<file path="src/rtl/period_meter.sv">
// period_meter: measures rise-to-rise period and high time of a slow input, in clk cycles.
// A sticky timeout flags the absence of rising edges for TIMEOUT cycles.
module period_meter #(
    parameter int CNT_W   = 32,
    parameter int TIMEOUT = 150000000
) (
    input  logic             clk,
    input  logic             rst,
    input  logic             en,
    input  logic             sig_in,
    output logic [CNT_W-1:0] period,
    output logic [CNT_W-1:0] high_time,
    output logic             valid,
    output logic             timeout
);
    typedef enum logic [1:0] {IDLE, ARM, MEAS} state_t;
    state_t           r_state, w_next;
    logic             r_s1, r_s2, r_s3;
    logic [CNT_W-1:0] r_cnt, r_hi_cnt, r_period, r_high_time;
    logic             r_valid, r_timeout;
    logic             w_rise, w_to;
    assign w_rise    = r_s2 & ~r_s3;
    assign w_to      = r_cnt == CNT_W'(TIMEOUT);
    assign period    = r_period;
    assign high_time = r_high_time;
    assign valid     = r_valid;
    assign timeout   = r_timeout;
    always_ff @(posedge clk) begin
        if (rst) r_state <= IDLE;
        else     r_state <= w_next;
    end
    always_comb begin
        w_next = r_state;
        case (r_state)
            IDLE:    w_next = ARM;
            ARM:     w_next = w_rise ? MEAS : ARM;
            MEAS:    w_next = (!w_rise && w_to) ? ARM : MEAS;
            default: w_next = IDLE;
        endcase
        if (!en) w_next = IDLE;
    end
    always_ff @(posedge clk) begin
        if (rst) begin
            {r_s1, r_s2, r_s3} <= '0;
            r_cnt              <= '0;
            r_hi_cnt           <= '0;
            r_period           <= '0;
            r_high_time        <= '0;
            r_valid            <= 1'b0;
            r_timeout          <= 1'b0;
        end else begin
            r_s1    <= sig_in;
            r_s2    <= r_s1;
            r_s3    <= r_s2;
            r_valid <= 1'b0;
            // disable outranks both a rise and a timeout in the same cycle
            if (!en) begin
                r_cnt     <= '0;
                r_hi_cnt  <= '0;
                r_timeout <= 1'b0;
            end else begin
                case (r_state)
                    IDLE: begin
                        r_cnt    <= '0;
                        r_hi_cnt <= '0;
                    end
                    ARM: begin
                        if (w_rise) begin
                            r_cnt    <= CNT_W'(1);
                            r_hi_cnt <= CNT_W'(1);
                        end
                    end
                    MEAS: begin
                        if (w_rise) begin
                            r_period    <= r_cnt;
                            r_high_time <= r_hi_cnt;
                            r_valid     <= 1'b1;
                            r_timeout   <= 1'b0;
                            r_cnt       <= CNT_W'(1);
                            r_hi_cnt    <= CNT_W'(1);
                        end else if (w_to) begin
                            r_timeout <= 1'b1;
                            r_cnt     <= '0;
                            r_hi_cnt  <= '0;
                        end else begin
                            r_cnt    <= r_cnt + CNT_W'(1);
                            r_hi_cnt <= r_hi_cnt + CNT_W'(r_s2);
                        end
                    end
                    default: begin
                        r_cnt    <= '0;
                        r_hi_cnt <= '0;
                    end
                endcase
            end
        end
    end
endmodule
</file>
<file path="config.mk">
export PLATFORM = sky130hd
export DESIGN_NAME = period_meter
export DESIGN_NICKNAME = d
export VERILOG_FILES = /design/src/rtl/period_meter.sv
export SDC_FILE = /design/constraint.sdc
export NUM_CORES = 1
export LEC_CHECK = 0
export CAP_MARGIN = 10
export CORE_ASPECT_RATIO = 1.1
export CORE_MARGIN = 1.5
export CORE_UTILIZATION = 49
export CTS_CLUSTER_DIAMETER = 150
export DETAILED_ROUTE_END_ITERATION = 10
export PLACE_DENSITY = 0.72
export SLEW_MARGIN = 20
export SYNTH_ARGS = -nofsm -noshare
export SYNTH_HDL_FRONTEND = slang
export SYNTH_SLANG_ARGS = --single-unit
</file>
<file path="constraint.sdc">
create_clock -name clk -period 6.94 [get_ports clk]
set_clock_uncertainty 0.15 [all_clocks]
set_input_delay 1.388 -clock clk [delete_from_list [all_inputs] [get_ports clk]]
set_output_delay 1.388 -clock clk [all_outputs]
set_load 0.02 [all_outputs]
</file>
==> results of run 1 <==
cell usage in the layout, fill, tap and decap left out, drive strengths merged, types with 6 or more instances in the layout:
cell / count
nand2: 155
dfxtp: 135
a21oi: 75
clkdlybuf4s50: 68
nor2: 61
xor2: 46
nand4: 38
nand3: 26
clkbuf: 24
inv: 12
ha: 10
and3: 10
xnor2: 9
nor3: 8
o21ai: 8
buf: 7
nor2b: 6
a211oi: 6
logic make-up after synthesis:
family / count (synthesis)
and+or+nand+nor: 331
DFF: 135
AOI/OAI and AO/OA: 99
xor gates and xnor gates: 55
buffers and inverters: 51
adders and majority gates: 10
cells in the mapped netlist:
library cell,number
nor3_2,1
and4_1,5
o31ai_1,1
nor4_1,3
nor4_4,1
inv_1,12
a21o_1,1
o21ai_2,1
o21ai_0,7
nor3_1,7
or4_1,3
buf_1,5
nand2_1,155
buf_2,5
nand2b_1,2
clkbuf_1,27
dfxtp_1,135
nor2_1,61
nand3_1,26
a21oi_1,74
a31oi_1,4
and3_1,10
xnor2_1,9
or4b_4,1
a21oi_2,1
nor2b_1,6
buf_6,1
a21boi_0,1
nor3b_1,2
o31a_1,1
nor4_2,1
nand4b_1,2
or3_1,3
a2111oi_0,2
nand4_1,38
buf_4,1
xor2_1,46
and2_1,2
or4b_1,2
ha_1,10
a211oi_1,6
tightest hold or removal path, cell delays in order, from the launching register on:
cell	delay, ns
dfxtp_1	0.30
nand2_1	0.05
a21oi_1	0.05
metal layers:
layer | wire length (um) | GRT usage, % | vias up
met2 | 6290 | 39.0 | 86
met3 | 417 | 3.85 | 10
met5 | 0 | 0 | -
met4 | 110 | 9.32 | 0
li1 | - | - | 2418
met1 | 5710 | 25.1 | 2254
through the flow:
stage               hold WS [ns]  cell area, um^2  instances  util [%]
floorplan                  0.264             5610        681         -
global placement           0.294             6380        864      57.7
detailed placement         0.297             6380        864      57.7
CTS                        0.304             6950        896      62.8
global route               0.321             6950        896      62.9
finish                     0.303             6950        896      62.9
worst paths after layout:
kind | startpoint | endpoint | slack (ns)
max | r_cnt[0] | r_cnt[23] | 3.88
max reg2reg | r_cnt[0] | r_cnt[23] | 3.88
min | high_time[15] | high_time[15] | 0.30
min reg2reg | high_time[15] | high_time[15] | 0.30
sequential cells by signal, indices dropped and copies added (netlist names):
signal and count:
high_time 32, period 32, r_cnt 32, r_hi_cnt 32, r_s1 1, r_s2 1
r_s3 1, r_state 2, timeout 1, valid 1
area by class of cell:
| class | count | share of cell area [%] |
|---|---|---|
| flip-flops and latches | 135 | 38.9 |
| well taps | 147 | 2.64 |
| inverters | 12 | 0.648 |
| repair buffers | 75 | 10.5 |
| clock buffers | 24 | 7.21 |
| multi-input cells | 495 | 39.1 |
| clock inverters | 8 | 1.01 |
power by group through the flow:
stage / Combinational (mW) / Clock [mW] / Sequential, mW
6_report: 0.0234 / 0.856 / 0.778
5_1_grt: 0.0258 / 0.902 / 0.777
4_1_cts: 0.0232 / 0.865 / 0.777
3_5_place_dp: 0.0231 / 0 / 0.794
3_3_place_gp: 0.0225 / 0 / 0.794
2_1_floorplan: 0.0172 / 0 / 0.794
==> impl_metrics.json, run 1 <==
{
  "numCtsBuffers": 17,
  "p_int_mw": 1.32,
  "yosys-mux-area-fraction_pct": 0,
  "dp_slack_ns": 3.49,
  "p_per_area_mw_per_mm2": 238,
  "grt_pass1_wl_um": 21300,
  "max_slew_margin_pct": 30.4,
  "synth.avg_cell_area_um2": 8.24,
  "status": "completed",
  "drc_errors": 0,
  "drtAntennaViolNets": 0,
  "post-route-period-util_pct": 44.1,
  "place_hpwl_um": 8370,
  "p_comb_share_pct": 1.4,
  "crit_buf_inv": 2,
  "area_delta_synth_final_pct": 23.9,
  "grt_use_total_pct": 21.5,
  "drive_above_1_share_pct": 6.01,
  "fin_setup_tns_ns": 0,
  "max_freq_ghz": 0.326,
  "worst-path-max-fanout": 41,
  "worst_setup_path_end_kind": "register",
  "p_sw_mw": 0.339,
  "synth_area_mm2": 0.00561,
  "gr-total-overflow": 0,
  "finalSetupViolCount": 0,
  "start_util_pct": 50.7,
  "routed_via_density": 5.32,
  "grt_max_degree": 70,
  "synthXorXnorAreaFrac_pct": 8.58,
  "antenna_found_initial": 0,
  "timing.final.ws_setup_ns": 3.88,
  "synth_compound_area_share_pct": 9.65,
  "finalCriticalPeriod_ns": 3.06,
  "rows": 40,
  "yosysTopAreaCell": "dfxtp_1",
  "finalHoldViolCount": 0,
  "multi_input_area_mm2": 0.00272,
  "yosys_warnings": 0,
  "ys_seq_elements": 135,
  "gp_congestion": 0.805,
  "wl_per_cell_um": 14.0,
  "grt_pass1_vias": 4643,
  "p_total_mw": 1.66,
  "dieArea_mm2": 0.0121,
  "critical_path_depth": 8,
  "seq_area_mm2": 0.00270,
  "path_delay_family": "simple AND/OR/NAND/NOR gates",
  "port_buffers": 69,
  "critPathKind": "reg -> reg",
  "cts_sinks": 135,
  "cts_post_setup_buffers_inserted": 0,
  "critPathLaunchType": "register",
  "ys_types": 41,
  "critPathMaxStageDelay_ns": 0.48,
  "worst_pin_slew_ns": 1.02,
  "drtIter0Drc": 191,
  "wirelength_um": 12500,
  "worstPathArrival_ns": 3.19,
  "ctsHtreeMaxLevel": 4,
  "rr_worst_depth": 8,
  "synth-simple-area-share_pct": 27.7,
  "cts_root_buf": "clkbuf_16",
  "post_cts_resize_count": 0,
  "swShare_pct": 20.4,
  "core_region_area_mm2": 0.0111,
  "hold_class": "reg -> reg",
  "rsz0062_at_grt": "no",
  "synthCells": 681,
  "p_seq_share_pct": 46.9,
  "clk_latency_ns": 0.41,
  "synth_seq_area_share_pct": 48.1,
  "dieWidth_um": 105,
  "nets": 750,
  "synth.area.top_cells": "dfxtp_1 (48%), nand2_1 (10%), xor2_1 (7.2%)",
  "clockPowerShare_pct": 51.7,
  "nFillCells": 966,
  "io_pins": 70,
  "finalMaxSlewViolations": 0,
  "crit_chain": "inv_1, ha_1, or4b_4, nor4_4, a21oi_2, o21ai_4, buf_4, nor2_1",
  "cts_tree": "yes",
  "clockBufferDepth": 2,
  "yosys.area.top_type_share_pct": 48.1,
  "cp.required_ns": 7.07,
  "insertedDiodeCount": 0,
  "drv_cap": 0,
  "dr.pass1.iters": 4,
  "crit_slowest_cell": "buf_4",
  "cellLeakagePower_nw": 2.24,
  "peakVddDrop_mv": 0.119,
  "cts_hold_buf": 0,
  "synth_top_family_by_area": "simple AND/OR/NAND/NOR gates",
  "min_path_cells": 2,
  "die_h_um": 115,
  "clk_pin_slew_ns": 0.06,
  "syn-num-nets": 695,
  "synth_fa_ha_area_share_pct": 2.23,
  "dr_total_vias": 4768
}
Power figures use the tool's default switching activity.
==> run 2, diff against run 1 <==
--- a/config.mk
+++ b/config.mk
@@ -11,7 +11,7 @@
 export CORE_UTILIZATION = 49
 export CTS_CLUSTER_DIAMETER = 150
 export DETAILED_ROUTE_END_ITERATION = 10
-export PLACE_DENSITY = 0.72
+export PLACE_DENSITY = 0.75
 export SLEW_MARGIN = 20
 export SYNTH_ARGS = -nofsm -noshare
 export SYNTH_HDL_FRONTEND = slang
==> constraint.sdc (replaced) <==
create_clock -name clk -period 2.7 [get_ports clk]
set_clock_uncertainty 0.15 [all_clocks]
set_input_delay 0.54 -clock clk [delete_from_list [all_inputs] [get_ports clk]]
set_output_delay 0.54 -clock clk [all_outputs]
set_load 0.02 [all_outputs]
==> impl_metrics.json, run 2 (synthesis gave the netlist of run 1 again) <==
{
  "rsz0062_at_grt": "no",
  "timing.final.ws_setup_ns": 0.280,
  "critPathLaunchType": "register",
  "peakVddDrop_mv": 0.447,
  "fin_setup_tns_ns": 0,
  "max_freq_ghz": 0.413,
  "place_hpwl_um": 8630,
  "start_util_pct": 50.7,
  "status": "completed",
  "r2r_slack_ns": 0.28,
  "insertedDiodeCount": 0,
  "worst_setup_path_end_kind": "register",
  "cellLeakagePower_nw": 2.33,
  "wl_per_cell_um": 14.2,
  "dr_total_vias": 4918,
  "wirelength_um": 12900,
  "cp.required_ns": 2.85,
  "cts_tree": "yes",
  "final_cell_mix": "nand2_1 (155), dfxtp_1 (135), a21oi_1 (74)",
  "grt_pass1_wl_um": 21400,
  "dieWidth_um": 105,
  "ctsHtreeMaxLevel": 4,
  "post_cts_resize_count": 0,
  "area_delta_synth_final_pct": 26.8,
  "antenna_found_initial": 0,
  "grt_pass1_vias": 4643,
  "critPathKind": "reg -> reg",
  "finalMaxSlewViolations": 0,
  "r2r_start": "r_cnt[0]",
  "worst_pin_slew_ns": 0.690,
  "cp-endpoint": "r_cnt[27]",
  "die_h_um": 115,
  "clockBufferDepth": 2,
  "core_region_area_mm2": 0.0111,
  "numCtsBuffers": 17,
  "multi_input_area_mm2": 0.00272,
  "grt_max_degree": 65,
  "rr_worst_depth": 8,
  "finalCriticalPeriod_ns": 2.42,
  "cts_root_buf": "clkbuf_16",
  "nFillCells": 905,
  "hold_class": "reg -> reg",
  "drc_errors": 0,
  "port_buffers": 69,
  "worst-path-max-fanout": 30,
  "clk_latency_ns": 0.41,
  "gr-total-overflow": 0,
  "rows": 40,
  "grt_use_total_pct": 21.8,
  "drive_above_1_share_pct": 7.37,
  "clk_pin_slew_ns": 0.06,
  "dp_slack_ns": 0.304,
  "finalHoldViolCount": 0,
  "mostFrequentLayoutCell": "nand2_1",
  "finalSetupViolCount": 0,
  "p_per_area_mw_per_mm2": 626,
  "crit_path_start": "r_cnt[0]",
  "worstPathArrival_ns": 2.57,
  "drtAntennaViolNets": 0,
  "max_slew_margin_pct": 54.0,
  "routed_via_density": 5.42,
  "post-route-period-util_pct": 89.6,
  "seq_area_mm2": 0.00270,
  "cts_hold_buf": 0,
  "io_pins": 70,
  "dr.pass1.iters": 4,
  "min_path_cells": 2,
  "drv_cap": 0,
  "drtIter0Drc": 254,
  "gp_congestion": 0.815,
  "cts_sinks": 135,
  "nets": 762,
  "dieArea_mm2": 0.0121,
  "cts_post_setup_buffers_inserted": 0,
  "r2r_end": "r_cnt[27]"
}
==> run 2: layer usage <==
layer | up-vias | share of wire [%] | global-route usage, %
met5 | - | 0 | 0
met4 | 0 | 1.7 | 9.04
met3 | 19 | 3.8 | 5.56
met2 | 128 | 52 | 39.1
met1 | 2327 | 43 | 24.9
li1 | 2444 | - | -
==> run 2: cell type report <==
| cell class | count | share of cell area [%] |
|---|---|---|
| Multi-Input combinational cell | 495 | 38.2 |
| Tap cell | 147 | 2.58 |
| Inverter | 12 | 0.633 |
| Clock buffer | 19 | 6.08 |
| Clock inverter | 12 | 2.50 |
| Timing Repair Buffer | 87 | 12.1 |
| Sequential cell | 135 | 38.0 |
==> run 2: critical path, stage by stage, from the launching register on <==
cell     delay [ns]
dfxtp_1        0.38
inv_1          0.09
ha_1           0.14
or4b_4         0.47
nor4_4         0.40
a21oi_2        0.15
o21ai_4        0.22
buf_12         0.21
nor2_1         0.07
==> run 2: how the worst min path moves through the flow <==
| stage | from | endpoint | slack, ns |
|---|---|---|---|
| 2_1_floorplan | r_s1 | r_s2 | 0.26 |
| 3_3_place_gp | high_time[0] | high_time[0] | 0.29 |
| 3_5_place_dp | high_time[0] | high_time[0] | 0.30 |
| 4_1_cts | high_time[0] | high_time[0] | 0.30 |
| 5_1_grt | period[26] | period[26] | 0.32 |
| 6_report | period[9] | period[9] | 0.30 |
==> run 2: power by group <==
group | switching (mW) | total (mW) | internal, mW
sequential | 0.00256 | 2.00 | 2.00
combinational | 0.0469 | 0.0659 | 0.0190
clock | 0.850 | 2.39 | 1.54
==> run 2: stage by stage <==
| step | hold slack [ns] | total power [mW] | instances | instance area, um^2 | utilization, % |
|---|---|---|---|---|---|
| floorplan | 0.264 | 2.08 | 681 | 5610 | - |
| global placement | 0.292 | 2.11 | 876 | 6500 | 58.8 |
| detailed placement | 0.297 | 2.11 | 876 | 6500 | 58.8 |
| CTS | 0.305 | 4.49 | 907 | 7120 | 64.3 |
| global route | 0.316 | 4.58 | 907 | 7120 | 64.3 |
| finish | 0.302 | 4.45 | 907 | 7120 | 64.3 |
==> run 3, diff against run 2 <==
--- a/config.mk
+++ b/config.mk
@@ -11,6 +11,7 @@
 export CORE_UTILIZATION = 49
 export CTS_CLUSTER_DIAMETER = 150
 export DETAILED_ROUTE_END_ITERATION = 10
+export MAX_ROUTING_LAYER = met4
 export PLACE_DENSITY = 0.75
 export SLEW_MARGIN = 20
 export SYNTH_ARGS = -nofsm -noshare
==> impl_metrics.json, run 3 (synthesis gave the netlist of run 1 again) <==
{
  "p_int_mw": 3.51,
  "p_comb_share_pct": 1.5,
  "dieWidth_um": 105,
  "worst_pin_slew_ns": 0.693,
  "worst_setup_path_end_kind": "register",
  "drive_above_1_share_pct": 7.75,
  "area_delta_synth_final_pct": 26.8,
  "core_region_area_mm2": 0.0111,
  "io_pins": 70,
  "post_cts_resize_count": 0,
  "start_util_pct": 50.7,
  "finalMaxSlewViolations": 0,
  "grt_pass1_vias": 4826,
  "swShare_pct": 20.3,
  "finalCriticalPeriod_ns": 2.41,
  "rows": 40,
  "crit_chain": "inv_1, ha_1, or4b_4, nor4_4, a21oi_2, o21ai_4, buf_12, nor2_1",
  "cts_tree": "yes",
  "cp.required_ns": 2.85,
  "fin_area_mm2": 0.00712,
  "ctsHtreeMaxLevel": 4,
  "dieArea_mm2": 0.0121,
  "grt_pass1_wl_um": 22400,
  "p_seq_share_pct": 45.4,
  "final_cell_mix": "nand2_1 (155), dfxtp_1 (135), a21oi_1 (74)",
  "nets": 763,
  "max_freq_ghz": 0.415,
  "cts_post_setup_buffers_inserted": 0,
  "drc_errors": 0,
  "die_h_um": 115,
  "crit_slowest_cell": "or4b_4",
  "worstPathArrival_ns": 2.56,
  "status": "completed",
  "cts_hold_buf": 0,
  "fin_setup_tns_ns": 0,
  "peakVddDrop_mv": 0.362,
  "post-route-period-util_pct": 89.2,
  "max_slew_margin_pct": 53.8,
  "routed_via_density": 5.45,
  "antenna_found_initial": 0,
  "clk_pin_slew_ns": 0.06,
  "gp_congestion": 0.832,
  "place_hpwl_um": 9000,
  "cts_sinks": 135,
  "post-route-util_pct": 64.4,
  "clockPowerShare_pct": 53.1,
  "grt_max_degree": 65,
  "cts_root_buf": "clkbuf_16",
  "wirelength_um": 13300,
  "drtIter0Drc": 240,
  "gr-total-overflow": 0,
  "wl_per_cell_um": 14.6,
  "finalHoldViolCount": 0,
  "port_buffers": 69,
  "grt_use_total_pct": 23.5,
  "dr.pass1.iters": 5,
  "critPathLaunchType": "register",
  "rsz0062_at_grt": "no",
  "clk_latency_ns": 0.41,
  "cellLeakagePower_nw": 2.34,
  "numCtsBuffers": 17,
  "worst-path-max-fanout": 29,
  "p_per_area_mw_per_mm2": 618,
  "p_sw_mw": 0.895,
  "drtAntennaViolNets": 0,
  "dr_total_vias": 4949,
  "finalSetupViolCount": 0,
  "clockBufferDepth": 2,
  "hold_class": "reg -> reg",
  "critPathKind": "reg -> reg",
  "critPathMaxStageDelay_ns": 0.48,
  "placed_area_mm2": 0.00651,
  "insertedDiodeCount": 0,
  "drv_cap": 0,
  "mostFrequentLayoutCell": "nand2_1"
}
[run 3: changes by cell type in the layout (fill, tap and decap cells not counted), sizes merged]
cell	delta
bufinv	-1
clkinv	+2
inv	-1
buf	+1
[run 3: metrics by stage]
step	total power, mW	hold slack (ns)	instances	setup WS [ns]
floorplan	2.08	0.264	681	0.447
global placement	2.11	0.292	877	0.413
detailed placement	2.11	0.297	877	0.292
CTS	4.42	0.305	908	0.287
global route	4.53	0.324	908	0.143
finish	4.40	0.302	908	0.290
[run 3: layer usage]
layer  routed length, um  vias to the layer above  share of wire, %  global-route usage, %
li1                    -                     2443                 -                      -
met1                5720                     2346                43                   26.3
met2                6810                      138                51                   41.2
met3                 563                       22               4.2                   5.10
met4                 201                        0               1.5                   9.32
met5                   0                        -                 0                      -
[run 3: critical path: cells and delay by family (launching register included)]
family                   cells  cell delay (ns)
flip-flops                   1             0.38
AO/OA/AOI/OAI                2             0.38
buffers and inverters        2             0.30
AND/OR/NAND/NOR              3             0.93
adder cells (fa/ha/maj)      1             0.15
[run 3: path summary, 6_finish.rpt]
path                start            to  slack (ns)  cells after the start
max              r_cnt[0]  r_hi_cnt[19]        0.29                      8
min          high_time[0]  high_time[0]        0.30                      2
max reg2reg      r_cnt[0]  r_hi_cnt[19]        0.29                      8
min reg2reg  high_time[0]  high_time[0]        0.30                      2
[run 3: area by class of cell]
cell class	instances	area [um^2]
clock buffer	19	453
multi-input combinational	495	2720
timing repair buffer	88	866
inverter	12	45.0
clock inverter	12	153
tap	147	184
sequential	135	2700
fill	928	3940
[run 3: power by group through the flow]
stage | registers (mW) | clock network (mW) | logic [mW]
after global placement | 2.04 | 0 | 0.0650
after floorplan | 2.04 | 0 | 0.0441
after detailed placement | 2.04 | 0 | 0.0666
final | 2.00 | 2.34 | 0.0671
after global routing | 2.00 | 2.46 | 0.0734
after CTS | 2.00 | 2.36 | 0.0666
